File: config.mk
export PLATFORM = sky130hd
export DESIGN_NAME = huffman_bit_packer
export DESIGN_NICKNAME = d
export VERILOG_FILES = /design/src/rtl/huffman_pkg.sv /design/src/rtl/huffman_bit_packer_byte_fifo.sv /design/src/rtl/huffman_bit_packer.sv
export SDC_FILE = /design/constraint.sdc
export NUM_CORES = 1
export LEC_CHECK = 0
export CORE_ASPECT_RATIO = 0.8
export CORE_MARGIN = 2
export CORE_UTILIZATION = 57
export CTS_BUF_LIST = sky130_fd_sc_hd__clkbuf_4 sky130_fd_sc_hd__clkbuf_8
export DETAILED_ROUTE_END_ITERATION = 8
export GPL_TIMING_DRIVEN = 0
export PLACE_DENSITY = 0.77
export SETUP_SLACK_MARGIN = 0.02
export SLEW_MARGIN = 20
export SYNTH_ARGS = -nofsm -noshare
export SYNTH_HDL_FRONTEND = slang
export SYNTH_SLANG_ARGS = --single-unit
export TNS_END_PERCENT = 20
File: constraint.sdc
create_clock -name clk -period 2.7 [get_ports clk]
set_clock_uncertainty 0.1 [all_clocks]
set_input_delay 0.54 -clock clk [delete_from_list [all_inputs] [get_ports clk]]
set_output_delay 0.54 -clock clk [all_outputs]
set_load 0.01 [all_outputs]
File: src/rtl/huffman_pkg.sv
// Shared definitions for the Huffman bit packer: FSM state encoding,
// byte width and a helper that drops one code bit into a byte MSB-first.
package huffman_pkg;

  localparam int BYTE_W = 8;

  typedef enum logic [1:0] {
    ST_IDLE  = 2'd0,
    ST_PACK  = 2'd1,
    ST_FLUSH = 2'd2,
    ST_DONE  = 2'd3
  } state_t;

  // Bit k of a byte (0-based arrival order) lands at position 7-k.
  function automatic logic [BYTE_W-1:0] place_bit(input logic [BYTE_W-1:0] cur,
                                                  input logic [2:0]        idx,
                                                  input logic              b);
    logic [BYTE_W-1:0] res;
    res = cur;
    res[3'd7 - idx] = b;
    return res;
  endfunction

endpackage

File: src/rtl/huffman_bit_packer_byte_fifo.sv
// First-word-fall-through byte FIFO. The head byte is kept in a register so
// it stays stable (last head value) while the FIFO is empty.
module byte_fifo
  import huffman_pkg::*;
#(
  parameter int DEPTH = 16,
  localparam int AW = $clog2(DEPTH)
) (
  input  logic              clk,
  input  logic              rst,
  input  logic              push,
  input  logic [BYTE_W-1:0] din,
  input  logic              pop,
  output logic [BYTE_W-1:0] dout,
  output logic              valid,
  output logic              full,
  output logic              empty
);

  localparam logic [AW:0] FULL_CNT = DEPTH[AW:0];
  localparam logic [AW:0] CNT_ONE  = {{AW{1'b0}}, 1'b1};

  logic [BYTE_W-1:0] mem [DEPTH];
  logic [AW-1:0]     wr_ptr;
  logic [AW-1:0]     rd_ptr;
  logic [AW:0]       cnt;
  logic [AW:0]       cnt_next;
  logic              do_push;
  logic              do_pop;

  assign empty   = (cnt == {(AW+1){1'b0}});
  assign full    = (cnt == FULL_CNT);
  assign do_pop  = pop && !empty;
  assign do_push = push && (!full || do_pop);

  // Occupancy update from the accepted push/pop pair.
  always_comb begin
    cnt_next = cnt;
    case ({do_push, do_pop})
      2'b10:   cnt_next = cnt + CNT_ONE;
      2'b01:   cnt_next = cnt - CNT_ONE;
      default: cnt_next = cnt;
    endcase
  end

  // Storage array; contents need no reset because occupancy gates reads.
  always_ff @(posedge clk) begin
    if (do_push) begin
      mem[wr_ptr] <= din;
    end
  end

  // Pointers, occupancy, and the registered head byte / valid flag.
  always_ff @(posedge clk or posedge rst) begin
    if (rst) begin
      wr_ptr <= {AW{1'b0}};
      rd_ptr <= {AW{1'b0}};
      cnt    <= {(AW+1){1'b0}};
      dout   <= {BYTE_W{1'b0}};
      valid  <= 1'b0;
    end else begin
      if (do_push) wr_ptr <= wr_ptr + {{(AW-1){1'b0}}, 1'b1};
      if (do_pop)  rd_ptr <= rd_ptr + {{(AW-1){1'b0}}, 1'b1};
      cnt   <= cnt_next;
      valid <= (cnt_next != {(AW+1){1'b0}});
      // New head: incoming byte when it becomes the only entry, otherwise the
      // entry behind the one being popped.
      if (do_push && (empty || (do_pop && (cnt == CNT_ONE)))) begin
        dout <= din;
      end else if (do_pop && (cnt > CNT_ONE)) begin
        dout <= mem[rd_ptr + {{(AW-1){1'b0}}, 1'b1}];
      end
    end
  end

endmodule

File: src/rtl/huffman_bit_packer.sv
// Packs the encoder's serial code bits MSB-first into bytes, buffers them in
// a FWFT FIFO, counts bits per frame and flags dropped bytes.
module huffman_bit_packer
  import huffman_pkg::*;
#(
  parameter int FIFO_DEPTH = 16,
  parameter int CNT_W      = 16
) (
  input  logic              clk,
  input  logic              rst,
  input  logic              in_start,
  input  logic              in_data,
  input  logic              in_done,
  output logic              out_valid,
  output logic [BYTE_W-1:0] out_byte,
  input  logic              out_ready,
  output logic              frame_done,
  output logic [CNT_W-1:0]  bit_count,
  output logic              overflow
);

  localparam logic [CNT_W-1:0] CNT_ONE = {{(CNT_W-1){1'b0}}, 1'b1};
  localparam logic [CNT_W-1:0] CNT_MAX = {CNT_W{1'b1}};

  state_t            state;
  state_t            next_state;
  logic [BYTE_W-1:0] shift_reg;
  logic [BYTE_W-1:0] shift_next;
  logic [BYTE_W-1:0] cur_byte;
  logic [BYTE_W-1:0] push_byte;
  logic [2:0]        bit_idx;
  logic [2:0]        idx_next;
  logic [CNT_W-1:0]  count_next;
  logic              push;
  logic              fd_next;
  logic              accept;
  logic              drop;
  logic              fifo_full;
  logic              fifo_empty;

  // Bits are only taken while idle or packing; the encoder leaves a gap after done.
  assign accept   = in_start && ((state == ST_IDLE) || (state == ST_PACK));
  assign cur_byte = place_bit(shift_reg, bit_idx, in_data);
  assign drop     = push && fifo_full && !(out_ready && !fifo_empty);

  // State register.
  always_ff @(posedge clk or posedge rst) begin
    if (rst) begin
      state <= ST_IDLE;
    end else begin
      state <= next_state;
    end
  end

  // Next-state logic; a bit arriving with done is packed then flushed.
  always_comb begin
    next_state = state;
    case (state)
      ST_IDLE: begin
        if (in_done) begin
          next_state = in_start ? ST_FLUSH : ST_DONE;
        end else if (in_start) begin
          next_state = ST_PACK;
        end else begin
          next_state = ST_IDLE;
        end
      end
      ST_PACK: begin
        if (in_done) begin
          next_state = ST_FLUSH;
        end else begin
          next_state = ST_PACK;
        end
      end
      ST_FLUSH: next_state = ST_DONE;
      ST_DONE:  next_state = ST_IDLE;
      default:  next_state = ST_IDLE;
    endcase
  end

  // Datapath controls: bit placement, byte push, bit counting, done pulse.
  always_comb begin
    push       = 1'b0;
    push_byte  = shift_reg;
    shift_next = shift_reg;
    idx_next   = bit_idx;
    count_next = bit_count;
    case (state)
      ST_IDLE, ST_PACK: begin
        if (accept) begin
          if (state == ST_IDLE) begin
            count_next = CNT_ONE;
          end else if (bit_count != CNT_MAX) begin
            count_next = bit_count + CNT_ONE;
          end else begin
            count_next = bit_count;
          end
          if (bit_idx == 3'd7) begin
            push       = 1'b1;
            push_byte  = cur_byte;
            shift_next = {BYTE_W{1'b0}};
            idx_next   = 3'd0;
          end else begin
            shift_next = cur_byte;
            idx_next   = bit_idx + 3'd1;
          end
        end else if (in_done && (state == ST_IDLE)) begin
          count_next = {CNT_W{1'b0}};
        end else begin
          count_next = bit_count;
        end
      end
      ST_FLUSH: begin
        push       = (bit_idx != 3'd0);
        push_byte  = shift_reg;
        shift_next = {BYTE_W{1'b0}};
        idx_next   = 3'd0;
      end
      ST_DONE: begin
        shift_next = {BYTE_W{1'b0}};
        idx_next   = 3'd0;
      end
      default: begin
        shift_next = {BYTE_W{1'b0}};
        idx_next   = 3'd0;
      end
    endcase
    fd_next = (next_state == ST_DONE);
  end

  // Shift register, bit index, counter and status outputs.
  always_ff @(posedge clk or posedge rst) begin
    if (rst) begin
      shift_reg  <= {BYTE_W{1'b0}};
      bit_idx    <= 3'd0;
      bit_count  <= {CNT_W{1'b0}};
      frame_done <= 1'b0;
      overflow   <= 1'b0;
    end else begin
      shift_reg  <= shift_next;
      bit_idx    <= idx_next;
      bit_count  <= count_next;
      frame_done <= fd_next;
      overflow   <= overflow || drop;
    end
  end

  byte_fifo #(
    .DEPTH(FIFO_DEPTH)
  ) u_fifo (
    .clk   (clk),
    .rst   (rst),
    .push  (push),
    .din   (push_byte),
    .pop   (out_ready),
    .dout  (out_byte),
    .valid (out_valid),
    .full  (fifo_full),
    .empty (fifo_empty)
  );

endmodule

### After elaboration in Yosys (flattened, before gate mapping)

Memory sizes are Yosys's and may differ from the RTL's.
Index checks and enable logic that the tools add are counted.

| cells by class | value |
|---|---|
| add/subtract/negate cells | 7 |
| multiplexer cells | 29 |
| eq/ne operators | 12 |
| magnitude comparators | 3 |
| reduce and logical (&&, ||, !) cells | 26 |

Operator list:

| cell | number |
|---|---|
| $mux W16 | 4 |
| $mux W8 | 7 |
| $add A16 B1 Y16 const B | 1 |
| $ne A16 B16 Y1 const B | 1 |
| $pmux W8 S2 | 1 |
| $logic_and A1 B1 Y1 | 10 |
| $pmux W5 S2 | 1 |
| $add A4 B1 Y4 const B | 2 |
| $bwmux W8 | 1 |
| $eq A2 B2 Y1 const B | 4 |
| $pmux W2 S4 | 1 |
| $mux W1 | 7 |
| $mux W3 | 2 |
| $pmux W3 S2 | 1 |
| $add A5 B1 Y5 const B | 1 |
| $eq A5 B1 Y1 const B | 1 |
| $eq A5 B5 Y1 const B | 1 |
| $gt A5 B1 Y1 const B | 1 |
| $logic_not A5 Y1 | 1 |
| $reduce_bool A5 Y1 | 1 |
| $sub A5 B1 Y5 const B | 1 |
| $eq A2 B1 Y1 const B | 2 |
| $logic_or A1 B1 Y1 | 4 |
| $lt A3 B4 Y1 const B | 1 |
| 15 further kinds | 20 |

| storage, ports and cells | value |
|---|---|
| bits in registers | 53 |
| output and inout port bits | 27 |
| word-level logic and storage cells | 89 |
| input port bits | 6 |
| memory bits (writable) | 128 |
| memories kept | 1 |

Memories:

| memory | words | width | read ports | clocked after Yosys merged registers in | write ports | line | text |
|---|---|---|---|---|---|---|---|
| u_fifo.mem | 16 | 8 | 1 | 0 | 1 | huffman_bit_packer_byte_fifo.sv:23 | `logic [BYTE_W-1:0] mem [DEPTH];` |

### Logic depth before layout (Yosys ltp)

Gate-level depths: netlist of run 1.

| depth | value |
|---|---|
| depth in word-level cells | 10 |
| depth in mapped cells | 10 |
| gate-level depth less buffers | 7 |

### Modules after synthesis

Synthesis of run 1 repeated with hierarchy kept, for this count alone.

| second synthesis, totals | value |
|---|---|
| cells, all modules | 569 |
| area, all modules | 8232.9 sq um |

By module, submodules not included:

| module | sequential area each (sq um) | area an instance (sq um) | cells each | times used |
|---|---|---|---|---|
| byte_fifo | 4394.2 | 6277.3 | 353 | 1 |
| huffman_bit_packer | 775.7 | 1955.6 | 216 | 1 |

### Worst setup path before layout of run 1

Ideal clock, no wire load.

| timing path | value |
|---|---|
| kind | register to register |
| from | register bit_idx[0] |
| to | memory u_fifo.mem[0][0] (enable) |
| data arrival time | 2253 ps |
| cell stages (with the launch flop) | 7 |
| buffers on the path | 0 |
| slack | -48 ps |
| period minus slack after synthesis | 2748 ps |
| setup time | 395 ps |
| data required time | 2205 ps |
| cell sequence | dfrtp_1 -> inv_1 -> ha_1 -> nor2b_1 -> o21ai_1 -> nand2_1 -> nor4_1 |

| between the ends | value |
|---|---|
| cells in the longest elaborated chain, start to end | 7 |
| elaborated cells between the ends (all ways) | 8 |
| classes of those cells | 1 x eq/ne; 5 x mux; 2 x reduce/logical |

RTL lines:

| what | line | text |
|---|---|---|
| from (decl) | huffman_bit_packer.sv:31 | `logic [2:0] bit_idx;` |
| from (signal assigned) | huffman_bit_packer.sv:141 | `bit_idx <= idx_next;` |
| $eq A3 B3 Y1 | huffman_bit_packer.sv:98 | `if (bit_idx == 3'd7) begin` |
| $mux W1 | huffman_bit_packer.sv:98 |  |
| $mux W1 | huffman_bit_packer.sv:90 | `if (accept) begin` |
| $pmux W1 S2 * | huffman_bit_packer.sv:88 | `case (state)` |
| $logic_and A1 B1 Y1 * | huffman_bit_packer_byte_fifo.sv:34 | `assign do_push = push && (!full \|\| do_pop);` |
| $mux W1 * | huffman_bit_packer_byte_fifo.sv:48 | `if (do_push) begin` |
| $mux W1 (implied by the code) * | huffman_bit_packer_byte_fifo.sv:49 | `mem[wr_ptr] <= din;` |
| to (decl) | huffman_bit_packer_byte_fifo.sv:23 |  |

Every way passes the cells marked *; elsewhere a longest branch is shown, timed or not.

### Worst setup path after layout of run 1

| timing path | value |
|---|---|
| from | register bit_idx[0] |
| to | memory u_fifo.mem[15][4] (enable) |

The elaborated chain is that of the path after synthesis.

==> results.tsv, run 1 <==
stage	metric	value	unit
clock_network	Clk pin slew, worst setup/hold paths	0.09	ns
synth	area leader, netlist	edfxtp_1	
synth	post-synthesis adder-cell area fraction	2.012	%
synth	combinational family with the most area after synthesis	multiplexers	
layout	Largest register FFs	128	
synth	Post-Synth XOR/XNOR Area	1.083	%
place	Placer Congestion	0.8484	
worst_setup_path	delay-heaviest family, CP	simple AND/OR/NAND/NOR gates	
synth	Main synth FF type	edfxtp_1	
clock_network	# hold bufs at CTS	0	
synth	sequential area share after synthesis	63.95	%
synth	FF+latch count, synth	181	
worst_setup_path	CP Max Fanout	8	
sta	Total Negative Setup Slacks	0	ns
pwr	Leakage	3.459	nW
sta	f_max	384.2	MHz
die	die width	137.1	µm
hold_path	Hold EP	u_fifo.rd_ptr[3]	
die	core area	0.01369	mm²
grt	GRT Total Usage	24.21	%
die	Placement Rows	38	
route	via count	5000	
route	DR iter-0 viols	574	
synth	synth warn	0	
die	die height	110.5	µm
pwr	maximum vdd drop	570.2	µV
worst_setup_path	R2R depth	8	
synth	library cells used by synthesis	57	
sta	final setup fails	0	
clock_network	H-tree depth	4	
worst_setup_path	Critical R2R Capture	u_fifo.mem[15][4]	
worst_setup_path	CP Cell Sequence	inv_1, ha_1, nor2b_1, o21a_2, a21oi_4, nand3_4, nor2_4, buf_12	
clock_network	TritonCTS Sinks	181	
route	WL final	17270	µm
layout	Largest Register	u_fifo.mem	
place	PortBufs	30	
grt	pin count of the biggest net entering global routing	54	
layout	final non-filler cell total	801	
sta	RSZ-0062 raised after global routing	true	
pwr	PD cells	954.7	mW/mm²
route	Residual DRC	0	
synth	Syn Inst Count	550	
sta	Least-Margin Pin Slew	0.9369	ns
die	initial cell density of the core	59.04	%
synth	syn_area_per_cell	14.70	µm²
sta	fin. max-slew vios	0	
worst_setup_path	Crit-path slowest cell	dfrtp_1	
sta	fin crit share	96.40	%
clock_network	maximum root-to-sink buffer count	2	
job	Max-cap violations	0	
status	status	finished clean	
worst_setup_path	Worst Setup End Kind	register	
die	die area	0.01516	mm²
sta	Final Hold Vio Count	0	
synth	top post-synthesis cells by area	edfxtp_1, dfrtp_1, mux4_2	
synth	EDFF count, synth	128	
route	ANT nets after route	0	
synth	Post-Synth Simple-Gate Area	9.116	%
layout	layout cell share with drive strength beyond 1	24.64	%
place	DP HPWL	11360	µm
route	Via density	6.242	
synth	share of the synthesized area in the top cell type	47.55	%
synth	area of the mapped netlist	0.008084	mm²
route	drt pass-1 iters	5	
clock_network	total CTS buffers	17	
worst_setup_path	critical path launch point type	register	
layout	n_diodes	0	
grt	first-pass GRT wire length	27060	µm
worst_setup_path	reg2reg setup slack	0.1	ns
sta	Rel. slew slack	37.54	%
clock_network	Root Buffer	clkbuf_8	
grt	gr ovfl total	0	
worst_setup_path	CP arrival	2.68	ns
synth	syn nets	569	
die	I/O pins	33	
hold_path	worst hold path class	register to register	
clock_network	CTS tree	built	
synth	post-synthesis compound-gate area fraction	8.079	%
grt	vias in the first global route	4786	
layout	Largest regs	u_fifo.mem x128, bit_count x16	
layout	synth-to-layout area growth	15.15	%
route	WL/cell	21.56	µm
clock_network	clock latency on the worst-skew pair	0.46	ns
worst_setup_path	Crit Path Class	register to register	
place	Placed Instances	764	
worst_setup_path	CP Buf/Inv Count	2	
hold_path	hold depth	1	
worst_setup_path	reg2reg start	bit_idx[0]	
grt	initial antenna violation count	0	
synth	FFs w/ async S/R, synth	29.28	%
synth	multiplexer share of the synthesized area	12.91	%
pwr	Overall Power	0.008887	W
hold_path	Hold Crit Start	u_fifo.rd_ptr[3]	
sta	Final Critical Period	2.603	ns
layout	Layout Nets	628	
worst_setup_path	Crit path largest cell delay	0.48	ns
worst_setup_path	WP data required	2.77	ns
==> what timing repair did <==
item                       in CTS  in global routing
pin swaps                       5                  2
setup endpoints to repair     139                128
buffers inserted                4                  3
gates resized for setup        41                 14
==> cell usage after synthesis (all sizes together), types with 2 or more instances <==
master,count
nor4b,3
nand4,8
and2,11
nand2b,3
clkbuf,21
a21oi,18
o21a,4
xnor2,8
nor3b,3
dfrtp,53
a22oi,8
o211ai,4
inv,22
buf,9
xor2,2
mux4,32
or3,3
nor4,6
and3,15
nor2,31
nor3,8
nand2,32
a31oi,12
nand3,11
a211o,8
o32ai,2
edfxtp,128
nand3b,2
mux2,26
o21ai,13
mux2i,3
a41oi,2
ha,13
a22o,8
nor2b,3
==> metal layers <==
layer | wire length, µm | part of all wire, % | global-route usage (%)
met1 | 7830 | 45 | 36.40
met2 | 8129 | 47 | 35.39
met3 | 1076 | 6.2 | 6.107
met4 | 236 | 1.4 | 6.804
met5 | 0 | 0 | 0
==> cells in the final DEF, fill, tap and decap left out, types with 8 or more instances in the layout <==
master / n
buf_4: 10
ha_1: 12
nand2_1: 31
and3_1: 15
o21ai_0: 11
a211o_1: 8
edfxtp_1: 128
clkbuf_8: 17
nand4_1: 8
mux2_2: 26
nor2_1: 26
nand3_1: 10
mux4_2: 32
a22o_1: 8
xnor2_1: 8
a21oi_1: 17
inv_1: 19
dfrtp_1: 53
clkdlybuf4s50_1: 30
clkbuf_1: 15
a31oi_1: 12
==> where the power goes <==
group          leakage (nW)  switching [W]  internal [W]
logic                  1.30        0.00199       0.00165
clock network         0.180       0.000900      0.000819
registers              1.97       0.000210       0.00332
==> stage by stage <==
step	utilization [%]	hold slack (ns)	worst slack, ns	cell area (µm²)
2_1_floorplan	-	0.3619	-0.04794	8084
3_3_place_gp	62.87	0.3786	-1.400	8610
3_5_place_dp	63.28	0.3945	-0.9663	8665
4_1_cts	67.36	0.4102	-0.008326	9224
5_1_grt	67.98	0.4195	-0.03107	9309
6_report	67.98	0.3987	0.09730	9309
==> layout make-up <==
type | count | area [µm²]
timing repair buffer | 41 | 405.4
tap | 180 | 225.2
clock inverter | 12 | 113.9
clock buffer | 19 | 249.0
inverter | 22 | 85.08
multi-input combinational | 317 | 2903
sequential | 181 | 5170
buffer | 29 | 157.7
fill | 934 | 4384
==> logic make-up (layout without fill, tap and decap cells) <==
family	Yosys count	after routing
xor gates and xnor gates	10	10
muxes	61	61
AOI/OAI and AO/OA	92	92
adders and majority gates	13	13
DFF	181	181
and+or+nand+nor	141	141
buffers and inverters	52	123
==> worst max-delay path by stage <==
stage,cells past startpoint,endpoint,start
2_1_floorplan,6,u_fifo.mem[0][0],bit_idx[0]
3_3_place_gp,5,u_fifo.mem[2][4],in_start
3_5_place_dp,6,u_fifo.mem[13][1],in_start
4_1_cts,7,u_fifo.mem[4][4],bit_idx[1]
5_1_grt,10,u_fifo.valid,u_fifo.cnt[0]
6_report,8,u_fifo.mem[15][4],bit_idx[0]
(Power assumes the default switching activity.)
==> inputs of run 2 (changes only) <==
CORE_ASPECT_RATIO = unset   (was 0.8)
PLACE_DENSITY = 0.85   (was 0.77)
==> run 2 against run 1 <==
Net effect: the flow now finishes with violations (setup timing); worst hold slack got worse by 0.0035 ns; sequential cell count did not move; register-to-register slack got worse by 0.098 ns; highest routed layer unchanged; utilization fell by 1.0 points; clock power barely moved; die area barely moved; routed wire length rose by 2.1%; cell count rose by 0.25%.
==> results.tsv, run 2 (synthesis results as in run 1) <==
stage	metric	value	unit
layout	synth-to-layout area growth	14.98	%
grt	gr ovfl total	0	
route	DR iter-0 viols	808	
place	Placed Instances	764	
place	Placement Setup Slack	-0.8401	ns
hold_path	worst hold path class	register to register	
route	ANT nets after route	0	
pwr	maximum vdd drop	413.3	µV
pwr	Leakage	3.467	nW
sta	Final Critical Period	2.701	ns
clock_network	H-tree depth	4	
grt	vias in the first global route	4962	
route	via count	5122	
die	Placement Rows	43	
layout	n_diodes	0	
sta	fin. max-slew vios	0	
grt	initial antenna violation count	0	
sta	fin crit share	100.0	%
layout	final non-filler cell total	803	
grt	first-pass GRT wire length	27050	µm
sta	RSZ-0062 raised after global routing	true	
worst_setup_path	CP Cell Sequence	ha_1, clkbuf_1, clkbuf_4, mux4_2, mux2_2, a22o_1, a211o_1	
worst_setup_path	WP data required	2.93	ns
sta	Total Negative Setup Slacks	-0.0006422	ns
clock_network	Root Buffer	clkbuf_8	
worst_setup_path	Crit Path Class	register to register	
sta	f_max	370.3	MHz
place	Placer Congestion	0.8588	
die	die height	123.1	µm
worst_setup_path	CP Max Fanout	10	
sta	Rel. slew slack	38.97	%
worst_setup_path	CP arrival	2.94	ns
clock_network	maximum root-to-sink buffer count	2	
clock_network	TritonCTS Sinks	181	
worst_setup_path	critical path launch point type	register	
route	WL/cell	21.97	µm
grt	GRT Total Usage	24.38	%
layout	filler instances	851	
clock_network	Clk pin slew, worst setup/hold paths	0.09	ns
sta	Final Worst Setup Slack	-0.0006422	ns
status	status	complete, but fails checks	
sta	Least-Margin Pin Slew	0.9071	ns
layout	Sequential cell area	0.005172	mm²
worst_setup_path	CP Buf/Inv Count	2	
route	WL final	17640	µm
status	failing checks	setup timing	
sta	final setup fails	1	
layout	layout cell share with drive strength beyond 1	24.56	%
sta	Final Hold Vio Count	0	
layout	Largest Register	u_fifo.mem	
worst_setup_path	Crit path largest cell delay	0.40	ns
die	core area	0.01388	mm²
clock_network	CTS tree	built	
worst_setup_path	Crit-path slowest cell	dfrtp_1	
worst_setup_path	Worst Setup End Kind	register	
layout	Layout Nets	629	
grt	pin count of the biggest net entering global routing	54	
route	Via density	6.379	
route	Residual DRC	0	
layout	Largest register FFs	128	
clock_network	clock latency on the worst-skew pair	0.46	ns
die	die area	0.01515	mm²
layout	multi-input logic area	0.002864	mm²
place	DP HPWL	11040	µm
place	placed cell areas	0.008667	mm²
layout	cell area after layout	0.009295	mm²
layout	Largest regs	u_fifo.mem x128, bit_count x16	
job	Max-cap violations	0	
place	PortBufs	30	
die	die width	123.1	µm
pwr	PD cells	953.3	mW/mm²
die	initial cell density of the core	58.24	%
route	drt pass-1 iters	7	
clock_network	total CTS buffers	17	
layout	commonest cells after routing, fill and taps aside	edfxtp_1, dfrtp_1, mux4_2, nand2_1, clkdlybuf4s50_1	
worst_setup_path	delay-heaviest family, CP	multiplexers	
layout	commonest non-fill, non-tap cell in the layout	edfxtp_1	
die	I/O pins	33	
-- run 2: worst register-to-register path, cell delays in order (launching register included) --
cell and delay [ns]:
dfrtp_1 0.40, ha_1 0.28, clkbuf_1 0.28, clkbuf_4 0.32, mux4_2 0.39, mux2_2 0.30
a22o_1 0.26, a211o_1 0.25
-- run 2: final timing paths --
path / startpoint / end / slack, ns / depth (start not counted)
setup / recovery: u_fifo.rd_ptr[1] / u_fifo.dout[3] / -0.0006 / 7
hold / removal: overflow / overflow / 0.40 / 1
setup reg to reg: u_fifo.rd_ptr[1] / u_fifo.dout[3] / -0.0006 / 7
max in group asynchronous: rst / u_fifo.cnt[1] / 1.59 / 2
min in group asynchronous: rst / overflow / 0.44 / 2
hold reg to reg: overflow / overflow / 0.40 / 1
-- run 2: metrics by stage --
stage | power, W | hold slack [ns] | util (%)
6_report | 0.008861 | 0.3953 | 66.96
3_3_place_gp | 0.006762 | 0.3775 | 62.02
4_1_cts | 0.008709 | 0.4051 | 65.79
3_5_place_dp | 0.006900 | 0.3806 | 62.44
5_1_grt | 0.009253 | 0.4204 | 66.96
2_1_floorplan | 0.005930 | 0.3619 | -
-- run 2: power breakdown --
| part | internal, W | leakage (nW) | switching [W] | total (W) |
|---|---|---|---|---|
| Sequential | 0.00332 | 1.97 | 0.000229 | 0.00355 |
| Combinational | 0.00163 | 1.30 | 0.00197 | 0.00360 |
| Clock | 0.000801 | 0.191 | 0.000914 | 0.00172 |
| Total | 0.00575 | 3.47 | 0.00311 | 0.00886 |
-- run 2: timing repair --
item	4_1_cts	5_1_grt
pin swaps	2	3
setup endpoints to repair	136	135
gates cloned	0	0
resized for setup	31	20
setup buffers	2	6
hold buffers	0	0
-- run 2: final cells by class --
class,instances,share of cell area (%)
multi-input combinational,317,30.81
timing repair buffer,42,4.604
buffer,29,1.642
clock buffer,23,3.069
tap,180,2.423
inverter,22,0.9153
sequential,181,55.65
clock inverter,9,0.8884
-- run 2: metal layers --
layer  share of wire [%]  track usage, %  wire length (µm)  up-vias
met3                 7.8           6.089              1383       30
met2                  50           38.88              8873      264
met5                   0               0                 0        -
met4                 2.3           9.730               403        0
met1                  40           32.54              6983     2586
li1                    -               -                 -     2242
==> inputs of run 3 (changes only) <==
CTS_CLUSTER_SIZE = 28   (was unset)
SYNTH_HIERARCHICAL = 1   (was unset)
clock period = 2.3 ns   (was 2.7 ns; I/O delays follow)
==> run 3 against run 2 <==
Net effect: the flow still finishes with violations (setup timing); clock power grew 19%; worst setup slack worse by 0.34 ns; register-to-register slack worse by 0.34 ns; sequential share of layout area down 3.1 points; critical path type unchanged; critical endpoint is now u_fifo/valid; largest power group unchanged.
==> results.tsv, run 3 <==
stage	metric	value	unit
clock_network	# hold bufs at CTS	0	
grt	gr ovfl total	0	
die	I/O pins	33	
worst_setup_path	Crit-path slowest cell	or4_1	
worst_setup_path	CP arrival	2.88	ns
sta	fin crit share	114.8	%
layout	Largest regs	u_fifo/mem x128, bit_count x16	
worst_setup_path	Crit Path Class	register to register	
synth	EDFF count, synth	128	
worst_setup_path	CP Max Fanout	5	
grt	initial antenna violation count	0	
status	failing checks	setup timing	
grt	GRT Total Usage	26.29	%
route	DR iter-0 viols	817	
synth	syn nets	588	
clock_network	total CTS buffers	17	
route	Residual DRC	0	
layout	final non-filler cell total	833	
layout	commonest cells after routing, fill and taps aside	edfxtp_1, dfrtp_1, nand2_1, mux4_2, clkdlybuf4s50_1	
layout	Largest register FFs	128	
synth	top-count cell post-synth	edfxtp_1	
die	core area	0.01399	mm²
synth	sequential area share after synthesis	62.80	%
grt	vias in the first global route	5504	
clock_network	Root Buffer	clkbuf_8	
place	Placed Instances	779	
die	die height	124.2	µm
sta	Rel. slew slack	27.95	%
synth	area leader, netlist	edfxtp_1	
layout	Largest Register	u_fifo/mem	
die	initial cell density of the core	58.86	%
sta	RSZ-0062 raised after global routing	true	
layout	synth-to-layout area growth	19.60	%
worst_setup_path	WP data required	2.54	ns
grt	first-pass GRT wire length	29750	µm
clock_network	H-tree depth	4	
synth	Main synth FF type	edfxtp_1	
place	Placer Congestion	0.8393	
sta	Total Negative Setup Slacks	-24.19	ns
worst_setup_path	Worst Setup End Kind	register	
layout	layout cell share with drive strength beyond 1	28.33	%
synth	synth warn	6	
layout	filler instances	851	
sta	final setup fails	138	
job	Max-cap violations	0	
worst_setup_path	CP Cell Sequence	ha_2, ha_4, a22oi_2, a21oi_4, nor2b_2, nand2_1, o221ai_1, o211ai_1, or4_1	
clock_network	TritonCTS Sinks	181	
synth	syn_area_per_cell	14.47	µm²
synth	FF+latch count, synth	181	
die	die width	124.2	µm
die	Placement Rows	43	
die	die area	0.01542	mm²
route	Via density	6.643	
sta	Least-Margin Pin Slew	1.080	ns
synth	top cells by count, synth	edfxtp_1, dfrtp_1, nand2_1, mux4_2, nor2_1	
layout	n_diodes	0	
synth	library cells used by synthesis	71	
pwr	Leakage	3.634	nW
clock_network	CTS tree	built	
route	WL final	19400	µm
clock_network	clock latency on the worst-skew pair	0.46	ns
grt	pin count of the biggest net entering global routing	32	
synth	share of the synthesized area in the top cell type	46.69	%
sta	Final Worst Setup Slack	-0.3396	ns
layout	Layout Nets	659	
route	via count	5534	
clock_network	maximum root-to-sink buffer count	2	
synth	FFs w/ async S/R, synth	29.28	%
place	DP HPWL	11860	µm
synth	top post-synthesis cells by area	edfxtp_1, dfrtp_1, mux4_2	
sta	fin. max-slew vios	0	
sta	Final Critical Period	2.640	ns
place	PortBufs	30	
route	ANT nets after route	0	
status	status	complete, but fails checks	
worst_setup_path	Crit path largest cell delay	0.53	ns
synth	area of the mapped netlist	0.008233	mm²
pwr	maximum vdd drop	631.8	µV
route	drt pass-1 iters	5	
sta	f_max	378.9	MHz
sta	Final Hold Vio Count	0	
hold_path	worst hold path class	input pin to register	
route	WL/cell	23.29	µm
synth	Syn Inst Count	569	
pwr	PD cells	1134	mW/mm²
worst_setup_path	critical path launch point type	register	
clock_network	Clk pin slew, worst setup/hold paths	0.09	ns
layout	commonest non-fill, non-tap cell in the layout	edfxtp_1	
[run 3: changes by cell type in the layout (fill, tap and decap cells not counted), moves of 5 or more]
cell,change
a21oi_1,-5
a222oi_1,+7
a22o_1,-8
a31oi_1,+5
and2_4,-8
and3_1,-7
and3_4,+7
buf_4,+8
clkbuf_1,-10
clkbuf_8,+5
inv_1,-5
mux2_2,-16
o22ai_1,+7
[run 3: final timing paths]
check | cells after the start | endpoint | from | slack (ns)
max in group asynchronous | 2 | u_fifo/cnt[1] | rst | 0.85
min in group asynchronous | 2 | shift_reg[2] | rst | 0.35
max reg2reg | 9 | u_fifo/valid | bit_idx[0] | -0.34
min | 4 | shift_reg[7] | in_start | 0.32
min reg2reg | 1 | overflow | overflow | 0.40
max | 9 | u_fifo/valid | bit_idx[0] | -0.34
[run 3: metrics by stage]
| step | total power, W | instance area [µm²] | worst slack [ns] | utilization [%] | hold slack, ns |
|---|---|---|---|---|---|
| after floorplan | 0.007045 | 8367 | -0.2526 | - | 0.3492 |
| after global placement | 0.008030 | 8892 | -0.8061 | 63.57 | 0.3532 |
| after detailed placement | 0.008227 | 8892 | -0.9573 | 63.57 | 0.3589 |
| after CTS | 0.01061 | 9547 | -0.4151 | 68.25 | 0.2998 |
| after global routing | 0.01167 | 9847 | -0.4343 | 70.39 | 0.3147 |
| final | 0.01116 | 9847 | -0.3396 | 70.39 | 0.3186 |
[run 3: report_power, final]
part / switching (W) / total [W] / internal, W / leakage, nW
Sequential: 0.000309 / 0.00419 / 0.00388 / 1.93
Clock: 0.00112 / 0.00205 / 0.000928 / 0.195
Combinational: 0.00271 / 0.00493 / 0.00222 / 1.50
Total: 0.00414 / 0.0112 / 0.00703 / 3.63
[run 3: logic make-up after synthesis]
| family | share of synthesized area, % |
|---|---|
| adder cells (fa/ha/maj) | 1.976 |
| XOR/XNOR | 0.7447 |
| buffers and inverters | 2.751 |
| AND/OR/NAND/NOR | 10.55 |
| AO/OA/AOI/OAI | 9.833 |
| flip-flops | 62.80 |
| multiplexers | 11.35 |
[run 3: final cells by class]
class | count | area, µm² | area share (%)
plain buffers | 33 | 252.7 | 2.567
clock buffers | 21 | 270.3 | 2.745
clock inverters | 11 | 105.1 | 1.067
inverters | 19 | 83.83 | 0.8513
multi-input cells | 336 | 3202 | 32.52
flip-flops and latches | 181 | 5172 | 52.53
well taps | 180 | 225.2 | 2.287
repair buffers | 52 | 535.5 | 5.438
[run 3: routing by layer]
metal | track usage (%) | wire length, µm | vias to the layer above
li1 | - | - | 2386
met1 | 35.32 | 7770 | 2813
met2 | 41.87 | 9627 | 292
met3 | 6.364 | 1423 | 43
met4 | 10.11 | 581 | 0
met5 | 0 | 0 | -
[run 3: repair_timing]
action	4_1_cts	5_1_grt
setup buffers	11	11
setup endpoints to repair	146	147
gates resized for setup	44	41
pin swaps	6	14
[run 3: worst max-delay path: cells and delay by family (launching register included)]
family / cells / cell delay [ns]
fa+ha+maj: 2 / 0.38
compound gates: 4 / 0.66
simple gates: 3 / 0.97
flops: 1 / 0.41
